--- src/rtl/npc_predict.sv ---
`default_nettype none
// npc_predict: fetch PC register and next-PC prediction through a direct-mapped BTB with 2-bit counters.
// Optional build macro NPC_PERF_EN adds the resolved-branch and mispredict performance counters.
module npc_predict #(
   parameter int              PC_W     = 32,
   parameter int              ENTRIES  = 16,
   parameter logic [PC_W-1:0] RESET_PC = '0
) (
   input  logic            CLK,
   input  logic            RST,
   input  logic            stall,
   output logic [PC_W-1:0] pc,
   output logic            pred_taken,
   output logic [PC_W-1:0] pred_target,
   input  logic            res_valid,
   input  logic [PC_W-1:0] res_pc,
   input  logic            res_uncond,
   input  logic            res_taken,
   input  logic [PC_W-1:0] res_target,
   input  logic            res_pred_taken,
   input  logic [PC_W-1:0] res_pred_tgt,
   output logic            flush,
   output logic [31:0]     perf_branches,
   output logic [31:0]     perf_mispred
);
   localparam int              IDX_W  = $clog2(ENTRIES);
   localparam int              TAG_W  = PC_W - IDX_W - 2;
   localparam logic [PC_W-1:0] PC_INC = PC_W'(4);

   logic [PC_W-1:0]    pc_q;
   logic [PC_W-1:0]    pc_next;
   logic [ENTRIES-1:0] valid_q;
   logic [TAG_W-1:0]   tag_q [ENTRIES];
   logic [PC_W-1:0]    tgt_q [ENTRIES];
   logic [1:0]         ctr_q [ENTRIES];

   logic [IDX_W-1:0]   ridx;
   logic [IDX_W-1:0]   widx;
   logic [TAG_W-1:0]   rtag;
   logic [TAG_W-1:0]   wtag;
   logic               rhit;
   logic               whit;
   logic               mispred;

   logic               wr_alloc;
   logic               wr_tgt;
   logic               ctr_wr;
   logic [1:0]         ctr_new;

   assign ridx = pc_q[IDX_W+1:2];
   assign rtag = pc_q[PC_W-1:IDX_W+2];
   assign widx = res_pc[IDX_W+1:2];
   assign wtag = res_pc[PC_W-1:IDX_W+2];

   // Lookup reads the registered arrays, so a same-cycle update is seen one cycle later.
   assign rhit        = valid_q[ridx] && (tag_q[ridx] == rtag);
   assign whit        = valid_q[widx] && (tag_q[widx] == wtag);
   assign pred_taken  = rhit && ctr_q[ridx][1];
   assign pred_target = pred_taken ? tgt_q[ridx] : pc_q + PC_INC;
   assign pc          = pc_q;

   assign mispred = res_valid &&
                    ((res_taken != res_pred_taken) ||
                     (res_taken && (res_target != res_pred_tgt)));
   assign flush   = mispred;

   always_comb begin
      pc_next = pred_target;
      if (mispred) begin
         pc_next = res_taken ? res_target : res_pc + PC_INC;
      end else if (stall) begin
         pc_next = pc_q;
      end
   end

   always_ff @(posedge CLK) begin
      if (RST) begin
         pc_q <= RESET_PC;
      end else begin
         pc_q <= pc_next;
      end
   end

   always_comb begin
      wr_alloc = 1'b0;
      wr_tgt   = 1'b0;
      ctr_wr   = 1'b0;
      ctr_new  = ctr_q[widx];
      if (res_valid) begin
         if (res_uncond) begin
            wr_alloc = 1'b1;
            wr_tgt   = 1'b1;
            ctr_wr   = 1'b1;
            ctr_new  = 2'b11;
         end else if (whit) begin
            ctr_wr = 1'b1;
            wr_tgt = res_taken;
            if (res_taken) begin
               ctr_new = (ctr_q[widx] == 2'b11) ? 2'b11 : ctr_q[widx] + 2'd1;
            end else begin
               ctr_new = (ctr_q[widx] == 2'b00) ? 2'b00 : ctr_q[widx] - 2'd1;
            end
         end else if (res_taken) begin
            // A taken miss replaces whatever branch occupied the slot.
            wr_alloc = 1'b1;
            wr_tgt   = 1'b1;
            ctr_wr   = 1'b1;
            ctr_new  = 2'b10;
         end
      end
   end

   always_ff @(posedge CLK) begin
      if (RST) begin
         valid_q <= '0;
         for (int i = 0; i < ENTRIES; i++) begin
            ctr_q[i] <= 2'b01;
         end
      end else begin
         if (wr_alloc) begin
            valid_q[widx] <= 1'b1;
         end
         if (ctr_wr) begin
            ctr_q[widx] <= ctr_new;
         end
      end
   end

   always_ff @(posedge CLK) begin
      if (!RST) begin
         if (wr_alloc) begin
            tag_q[widx] <= wtag;
         end
         if (wr_tgt) begin
            tgt_q[widx] <= res_target;
         end
      end
   end

`ifdef NPC_PERF_EN
   logic [31:0] perf_br_q;
   logic [31:0] perf_mp_q;

   always_ff @(posedge CLK) begin
      if (RST) begin
         perf_br_q <= '0;
         perf_mp_q <= '0;
      end else begin
         if (res_valid) begin
            perf_br_q <= perf_br_q + 32'd1;
         end
         if (mispred) begin
            perf_mp_q <= perf_mp_q + 32'd1;
         end
      end
   end

   assign perf_branches = perf_br_q;
   assign perf_mispred  = perf_mp_q;
`else
   assign perf_branches = '0;
   assign perf_mispred  = '0;
`endif

endmodule
`default_nettype wire

--- config.mk ---
export PLATFORM = sky130hd
export DESIGN_NAME = npc_predict
export DESIGN_NICKNAME = d
export VERILOG_FILES = /design/src/rtl/npc_predict.sv
export SDC_FILE = /design/constraint.sdc
export NUM_CORES = 1
export LEC_CHECK = 0
export BUFFER_PORTS_ARGS = -buffer_cell sky130_fd_sc_hd__clkbuf_2
export CAP_MARGIN = 10
export CORE_MARGIN = 2
export CORE_UTILIZATION = 49
export DETAILED_ROUTE_END_ITERATION = 12
export MAX_ROUTING_LAYER = met4
export PLACE_DENSITY = 0.71
export SLEW_MARGIN = 20
export SYNTH_ARGS = -nofsm -noshare
export SYNTH_HDL_FRONTEND = slang
export SYNTH_SLANG_ARGS = --single-unit
--- constraint.sdc ---
create_clock -name CLK -period 13.1 [get_ports CLK]
set_input_delay 1.965 -clock CLK [delete_from_list [all_inputs] [get_ports CLK]]
set_output_delay 1.965 -clock CLK [all_outputs]
set_load 0.03 [all_outputs]
After elaboration in Yosys (flattened, before gate mapping). Memories as Yosys holds them, arrays and structs flattened. A register that Yosys moved wholly into a read port is not among the register bits. Index checks and enable logic that the tools add are counted.

Flip-flop bits (word level): 48. RAM bits: 960. Input port bits: 103. Output and inout port bits: 130. Word-level logic and storage cells: 75. Memories: 3.

Add/sub/neg operators: 4. Order comparisons: 3. Equality and inequality tests: 6. Muxes and demuxes: 47. Bitwise operators: 1. Reduce and logical (&&, ||, !) cells: 9.

Memory list: tgt_q (words 16, width 32, rd ports 1, clocked after Yosys merged registers in 1, wr ports 1, RTL line 34) `logic [PC_W-1:0] tgt_q [ENTRIES];`; tag_q (words 16, width 26, rd ports 2, clocked after Yosys merged registers in 1, wr ports 1, RTL line 33) `logic [TAG_W-1:0] tag_q [ENTRIES];`; ctr_q (words 16, width 2, rd ports 2, clocked after Yosys merged registers in 1, wr ports 16, RTL line 35) `logic [1:0] ctr_q [ENTRIES];`.

Operators with widths (number): 32-bit 2-to-1 mux (4); 32-bit by 3-bit adder with 32-bit output (second input constant) (2); 26-bit == test (2); 32-bit != test (1); 4-bit 2-to-1 mux (7); 1-bit 2-to-1 mux (25); 2-bit 2-to-1 mux (8); 16-bit bitwise OR (1); 4-bit by 5-bit < comparator with 1-bit output (second input constant) (2); 1-bit binary-select mux with 4-bit select (2); 1-bit logical AND (6); 1-bit demux with 4-bit select (1); 4-bit by 1-bit greater-or-equal comparator with 1-bit output (second input constant) (1); 2-bit by 1-bit adder with 2-bit output (second input constant) (1); 2-bit == test (second input constant) (1); 2-bit zero test (1); 2-bit by 1-bit != test with 1-bit output (second input constant) (1); 2-bit OR reduction (1); 2-bit by 1-bit subtractor with 2-bit output (second input constant) (1); 1-bit logical OR (1); 1-bit != test (1).

Longest topological paths before layout. Gate-level depths: netlist of the first run.

Depth after elaboration: 11. Gate-level depth with buffers: 17. Gate-level depth less buffers: 10.

Worst setup path before layout of the first run. Ideal clock, no wire load.

Kind: input-to-reg. From: input res_pc[3]. To: memory tag_q[15][0] in the netlist's numbering (enable). Library setup time: 0.409 ns. Data arrival time: 5.704 ns. Required time: 12.691 ns. Path slack: 6.987 ns. Stages on the path: 15. Path buffers: 7. Cell sequence: buf_2 -> buf_4 -> buf_4 -> buf_2 -> buf_2 -> buf_2 -> mux4_2 -> a221oi_1 -> xor2_1 -> nand3_1 -> nand3b_1 -> or4_1 -> nand2_1 -> buf_2 -> nor2_1.

Word-level cells in the longest chain between the ends: 9. Elaborated cells between the ends (all ways): 11. Classes of those cells: eq/ne: 1; mux: 8; reduce/logical: 1; memory: 1.

Ends and longest elaborated chain: start: declaration (RTL line 16) `input logic [PC_W-1:0] res_pc,`; memory 16 x 26 bit or 1-bit binary-select mux with 4-bit select (tied branches); 26-bit == test or 1-bit 2-to-1 mux (tied branches) (RTL line 57) `assign whit = valid_q[widx] && (tag_q[widx] == wtag);`; 1-bit logical AND (RTL line 57); 1-bit 2-to-1 mux (RTL line 95) `end else if (whit) begin`; 1-bit 2-to-1 mux (RTL line 90) `if (res_uncond) begin`; 1-bit 2-to-1 mux (RTL line 89) `if (res_valid) begin`; 1-bit 2-to-1 mux (RTL line 131) `if (wr_alloc) begin`; 1-bit 2-to-1 mux (RTL line 130) `if (!RST) begin`; 1-bit 2-to-1 mux (implied by the code) (RTL line 132) `tag_q[widx] <= wtag;`; end: declaration (RTL line 33).

Several ways; a longest one is shown, not always the timed one. The select of a mux whose other input is x is not followed.

==> out/results.tsv, run 1 <==
stage	metric	value	unit
setup_path	CP endpoint kind	output port	
floorplanning	IO Pins	233	
grt	pin count of the biggest net entering global routing	103	
timing	f_max	124	MHz
detailed_routing	vias	27000	
layout	fillers	7145	
detailed_routing	DR WL/cell	33.4	um
worst_hold_path	Worst Hold Endpoint	valid_q[15]	
cts	Num CTS Buffers	104	
placement	Placed Cells incl. Taps	3857	
timing	setup tns final	0	ns
yosys	Yosys cell types	76	
setup_path	R2R Path End	pc[29]	
yosys	synthesized area	46100	um2
detailed_routing	WL final	135	mm
cts	worst skew pair latency	0.70	ns
setup_path	Worst path top cell family by delay	buffers and inverters	
setup_path	worst path cell trace	buf_4, inv_1, buf_4, mux2_2, nand2_1, o32ai_1, and3_1, nand4b_1, or3_4, mux2_4, clkbuf_2	
timing	Final setup viols	0	
detailed_routing	Avg Vias per Cell	6.65	
grt	first-pass GRT wire length	193	mm
power_and_ir_drop	worst vdd ir	129	uV
detailed_routing	Initial DRT Pass Iterations	5	
floorplanning	initial core utilization	49.4	%
setup_path	CP Buf/Inv Count	4	
detailed_routing	Residual DRC	0	
yosys	Primary FF master, synth	edfxtp_1	
cts	# clock sinks	1012	
cts	H-tree depth	3	
run	max-capacitance violation count	0	
timing	Final min period	8.09	ns
yosys	FFs w/ async S/R, synth	0	%
setup_path	crit-path max FO	49	
layout	fin nets	2817	
yosys	Yosys reg bits	1012	
worst_hold_path	min-delay src	valid_q[15]	
setup_path	required time worst endpoint	11.14	ns
cts	CTS tree	yes	
placement	hpwl dp	84.2	mm
grt	vias in the first global route	26500	
setup_path	Crit. path cell count	11	
floorplanning	Rows	112	
floorplanning	Die Y-Extent	311	um
timing	RSZ-0062 raised after global routing	no	
floorplanning	die area	96600	um2
cts	CTS Root Cell	clkbuf_16	
worst_hold_path	Hold Crit Class	register to register	
run_status	outcome	finished clean	
setup_path	max incr delay on CP	0.87	ns
timing	fin crit share	61.8	%
timing	max-slew violations	0	
layout	area grow syn2layout	11.9	%
setup_path	worst endpoint data arrival time	6.13	ns
setup_path	Crit path top cell by count	buf_4	
detailed_routing	antenna-violating nets left	0	
timing	relative slew slack	19.3	%
detailed_routing	drt initial violations	3897	
timing	Worst Max-Slew Pin Slew	1.21	ns
timing	Hold WS	0.495	ns
floorplanning	die width	311	um
yosys	Post-Syn Instances	2565	
cts	clk slew on worst S/H paths	0.06	ns
floorplanning	Core Area	93300	um2
power_and_ir_drop	Power Density	143	nW/um2
placement	PortBufs	168	
cts	Post-CTS Hold Buffers	0	
layout	Post-Route Utilization	55.3	%
worst_hold_path	hold path cells	2	
layout	share of layout cells above drive strength 1	30.5	%
setup_path	CP startpoint kind	register	
grt	Total Routing Usage GR	28.7	%
timing	Final Hold Viols	0	
setup_path	flop2flop setup slack	7.41	ns
grt	total grt overflow	0	
grt	initial antenna violation count	8	
setup_path	Setup Crit Path Kind	register to output port	
yosys	sequential area share after synthesis	64.7	%
setup_path	worst-path cell with the longest stage delay	o32ai_1	
timing	clk_skew	0.0446	ns
layout	Layout Cells excl Fill	4058	
setup_path	worst r2r path cells	11	
placement	RD Place Congestion	0.923	
cts	postcts setup bufs	0	
power_and_ir_drop	Leakage Power	0.0168	uW
cts	post-CTS sizing	0	
yosys	Synth Warn #	0	
yosys	Post-synth EDFFs	960	
cts	Longest Clk Path Bufs	3	
yosys	mean post-synth cell area	18.0	um2
logic make-up after synthesis:
group                    synth area share [%]
AND/OR/NAND/NOR                          4.19
XOR/XNOR                                 2.58
flip-flops                               64.7
AO/OA/AOI/OAI                            3.53
adder cells (fa/ha/maj)                 0.157
buffers and inverters                    3.17
other                                 0.00813
multiplexers                             21.6
routing by layer:
metal | vias to the layer above | global-route usage [%] | wire length (um)
met1 | 14100 | 38.8 | 50700
met2 | 1934 | 43.3 | 63600
li1 | 10700 | - | -
met3 | 251 | 6.61 | 16400
met5 | - | - | 0
met4 | 0 | 9.53 | 4570
power breakdown:
group	internal (uW)	leakage [uW]	switching (uW)
sequential	3580	0.00911	56.0
clock	1710	0.00169	1280
combinational	304	0.00603	467
per-stage QoR:
| step | power [uW] | area, um2 | setup slack, ns |
|---|---|---|---|
| after floorplan | 4200 | 46400 | 6.99 |
| after global placement | 4450 | 48100 | 5.39 |
| after detailed placement | 4460 | 48100 | 5.32 |
| after CTS | 7410 | 51600 | 4.62 |
| after global routing | 7590 | 51600 | 4.87 |
| final | 7400 | 51600 | 5.01 |
worst max-delay path by stage:
stage / start / endpoint / slack (ns)
floorplan: res_pc[3] / tag_q[15][0] / 6.99
global placement: register / pred_target[29] / 5.39
detailed placement: register / pred_target[11] / 5.32
CTS: register / pred_target[11] / 4.62
global route: register / pred_target[11] / 4.87
finish: register / pred_target[29] / 5.01
synthesized netlist by cell type, types with 4 or more instances:
cell type	number	share of area, %
or4_1	4	0.065
nand2_1	82	0.67
clkbuf_1	90	0.73
a22o_1	15	0.28
a221o_1	20	0.43
mux2_4	16	0.52
nor3_1	7	0.076
ha_1	5	0.14
xor2_1	73	1.4
dfxtp_1	52	2.3
buf_2	44	0.48
nor4_1	16	0.22
a31o_2	16	0.30
a22oi_1	19	0.31
nor2b_1	9	0.12
o22ai_1	22	0.30
o211ai_1	4	0.065
nand3_1	30	0.33
buf_4	78	1.3
and3_1	24	0.33
a31oi_1	13	0.18
o21ai_0	13	0.14
and4_1	19	0.36
nand4_1	34	0.46
a21oi_1	33	0.36
nand2b_1	16	0.22
xnor2_1	63	1.2
mux2i_1	136	3.0
buf_6	9	0.22
or3_1	5	0.068
inv_1	28	0.23
a211o_1	4	0.076
mux2_2	22	0.54
o2bb2ai_1	9	0.17
mux4_2	361	18
and2_1	9	0.12
buf_1	28	0.23
a221oi_1	16	0.30
nor2_1	109	0.89
edfxtp_1	960	62
cell usage in the layout, fill, tap and decap left out, types with 9 or more instances in the layout:
cell	synthesis	routed
dfxtp_1	52	48
a31o_2	16	16
nor4_1	16	16
inv_1	28	28
xnor2_1	63	63
bufinv_16	0	10
mux2_4	16	16
nand3_1	30	30
edfxtp_1	960	960
clkbuf_16	0	105
mux2i_1	136	136
a22o_1	15	15
nand2_1	82	81
and2_1	9	9
nand2b_1	16	16
a21oi_1	33	33
and3_1	24	16
clkinv_2	0	25
nor2_1	109	83
nor2_4	0	25
o21ai_0	13	13
nand4_1	34	34
buf_4	78	56
a221oi_1	16	16
clkbuf_1	90	14
clkbuf_2	0	165
mux2_2	22	22
o2bb2ai_1	9	9
a221o_1	20	20
a22oi_1	19	19
xor2_1	73	73
clkinv_1	1	17
a31oi_1	13	12
o22ai_1	22	22
mux4_2	361	361
conb_1	1	64
and4_1	19	19
sequential cells by signal, indices dropped and copies added, names as in the netlist, named ones only:
name	count
pc	32
ctr_q	32
valid_q	16
tgt_q	512
tag_q	416
worst register-to-register path, stage by stage (launching register included):
cell and delay (ns):
dfxtp_4 0.85, buf_4 0.80, inv_1 0.26, buf_4 0.30, mux2_2 0.34, nand2_1 0.09
o32ai_1 0.87, and3_1 0.28, nand4b_1 0.31, or3_4 0.73, mux2_4 0.44, a221o_1 0.34
final cells by class:
class,count,area [um2],share of cell area [%]
inverters,30,115,0.223
well taps,1254,1570,3.04
multi-input cells,1337,15300,29.6
clock buffers,126,2780,5.38
clock inverters,68,689,1.34
diodes,7,17.5,0.0339
flip-flops and latches,1012,29900,57.9
repair buffers,224,1300,2.51
Power figures use the tool's default switching activity.
==> inputs of run 2 (changes only) <==
--- a/config.mk
+++ b/config.mk
@@ -11,7 +11,7 @@
 export CORE_UTILIZATION = 49
 export DETAILED_ROUTE_END_ITERATION = 12
 export MAX_ROUTING_LAYER = met4
-export PLACE_DENSITY = 0.71
+export PLACE_DENSITY = 0.74
 export SLEW_MARGIN = 20
 export SYNTH_ARGS = -nofsm -noshare
 export SYNTH_HDL_FRONTEND = slang
==> constraint.sdc (replaced) <==
create_clock -name CLK -period 7.32 [get_ports CLK]
set_input_delay 1.098 -clock CLK [delete_from_list [all_inputs] [get_ports CLK]]
set_output_delay 1.098 -clock CLK [all_outputs]
set_load 0.03 [all_outputs]
==> out/results.tsv, run 2 (synthesized netlist as in run 1, its figures left out) <==
stage	metric	value	unit
run_status	outcome	finished clean	
floorplanning	IO Pins	233	
cts	post-CTS sizing	0	
detailed_routing	drt initial violations	4144	
power_and_ir_drop	worst vdd ir	225	uV
timing	f_max	149	MHz
layout	most frequent cells in the layout	960 x edfxtp_1, 361 x mux4_2, 165 x clkbuf_2, 136 x mux2i_1, 103 x clkbuf_16	
worst_hold_path	Hold Crit Class	register to register	
setup_path	required time worst endpoint	6.22	ns
timing	fin crit share	92.0	%
cts	H-tree depth	3	
grt	Total Routing Usage GR	28.4	%
cts	# clock sinks	1012	
timing	Final Hold Viols	0	
detailed_routing	Avg Vias per Cell	6.67	
layout	share of layout cells above drive strength 1	30.7	%
floorplanning	die width	311	um
power_and_ir_drop	Power Density	252	nW/um2
layout	fillers	7021	
detailed_routing	vias	27300	
cts	postcts setup bufs	0	
timing	relative slew slack	19.6	%
timing	max-slew violations	0	
placement	RD Place Congestion	0.942	
cts	clk slew on worst S/H paths	0.06	ns
grt	pin count of the biggest net entering global routing	121	
floorplanning	Core Area	93300	um2
timing	Final setup viols	0	
power_and_ir_drop	Leakage Power	0.0170	uW
floorplanning	Rows	112	
grt	total grt overflow	0	
timing	fin worst setup slack	0.586	ns
setup_path	CP endpoint kind	output port	
cts	Longest Clk Path Bufs	3	
placement	hpwl dp	83.7	mm
layout	Largest regs	tgt_q x512, tag_q x416	
placement	PortBufs	168	
cts	CTS tree	yes	
setup_path	crit-path max FO	45	
timing	Worst Max-Slew Pin Slew	1.20	ns
detailed_routing	Initial DRT Pass Iterations	6	
layout	commonest non-fill, non-tap cell in the layout	edfxtp_1	
layout	max reg flops	512	
setup_path	worst endpoint data arrival time	5.64	ns
detailed_routing	antenna-violating nets left	0	
grt	first-pass GRT wire length	193	mm
floorplanning	initial core utilization	49.4	%
floorplanning	die area	96600	um2
detailed_routing	Residual DRC	0	
floorplanning	Die Y-Extent	311	um
layout	register name with the most flops	tgt_q	
layout	area grow syn2layout	12.6	%
setup_path	worst r2r path cells	10	
setup_path	worst-path cell with the longest stage delay	a2111oi_0	
placement	worst slack, placed	1.09	ns
timing	Final min period	6.73	ns
setup_path	Setup Crit Path Kind	register to output port	
detailed_routing	WL final	135	mm
setup_path	worst path cell trace	buf_12, mux2i_1, a221oi_1, a211o_1, nand4_1, a2111oi_0, nand2b_1, or3_4, mux2_2, clkbuf_2	
grt	vias in the first global route	27300	
setup_path	max incr delay on CP	0.89	ns
setup_path	flop2flop setup slack	2.12	ns
cts	worst skew pair latency	0.70	ns
timing	setup tns final	0	ns
timing	clk_skew	0.0541	ns
cts	CTS Root Cell	clkbuf_16	
grt	initial antenna violation count	12	
cts	Post-CTS Hold Buffers	0	
detailed_routing	DR WL/cell	32.9	um
cts	Num CTS Buffers	101	
timing	RSZ-0062 raised after global routing	no	
run	max-capacitance violation count	0	
layout	fin nets	2844	
setup_path	CP startpoint kind	register	
setup_path	Critical Path Sink	pred_target[14]	
## run 2: cell count changes in the layout (fill, tap and decap cells not counted), moves of 3 or more
cell,previous run,this run
bufinv_16,10,7
clkinv_2,25,18
clkinv_8,3,0
clkinvlp_4,8,4
buf_4,56,73
buf_16,0,10
clkbuf_1,14,23
inv_16,0,3
diode_2,7,13
clkinv_1,17,20
buf_12,2,5
## run 2: worst min-delay path by stage
stage / from / end / slack, ns / cells after the start
2_1_floorplan: valid_q[3] / valid_q[3] / 0.46 / 2
5_1_grt: valid_q[4] / valid_q[4] / 0.51 / 2
4_1_cts: valid_q[13] / valid_q[13] / 0.50 / 2
3_3_place_gp: valid_q[6] / valid_q[6] / 0.47 / 2
3_5_place_dp: valid_q[13] / valid_q[13] / 0.49 / 2
6_report: valid_q[5] / valid_q[5] / 0.49 / 2
## run 2: critical path: cells and delay by family (launching register included)
kind | cells | cell delay [ns]
mux | 2 | 0.58
simple gates | 3 | 1.01
flops | 1 | 0.70
compound gates | 3 | 1.96
buf+inv | 2 | 0.62
## run 2: area by class of cell
type | instances | area [um2] | area share, %
diodes | 13 | 32.5 | 0.0626
clock buffers | 135 | 2790 | 5.36
clock inverters | 55 | 561 | 1.08
inverters | 30 | 115 | 0.222
multi-input cells | 1337 | 15300 | 29.4
flip-flops and latches | 1012 | 29900 | 57.5
well taps | 1254 | 1570 | 3.02
repair buffers | 254 | 1760 | 3.39
## run 2: routing by layer
metal	share of wire (%)	vias to the layer above	wire length (um)	global-route usage, %
met4	3.7	0	4990	10.9
li1	-	10800	-	-
met2	48	2175	64900	44.1
met3	13	346	17100	6.69
met5	0	-	0	-
met1	35	14000	47600	36.4
## run 2: metrics by stage
step	hold slack, ns	cell area, um2	cells	total power, uW	utilization, %
final	0.492	52000	4090	13100	55.7
after global routing	0.515	52000	4088	13400	55.7
after CTS	0.495	51600	4066	13100	55.3
after detailed placement	0.486	48300	3876	7990	51.7
after global placement	0.472	48300	3876	7950	51.7
after floorplan	0.456	46400	2628	7510	-
## run 2: report_power, final
| part | switching, uW | internal [uW] | total, uW |
|---|---|---|---|
| clock network | 2270 | 2950 | 5220 |
| logic | 834 | 557 | 1390 |
| registers | 95.9 | 6410 | 6510 |
| total | 3200 | 9910 | 13100 |
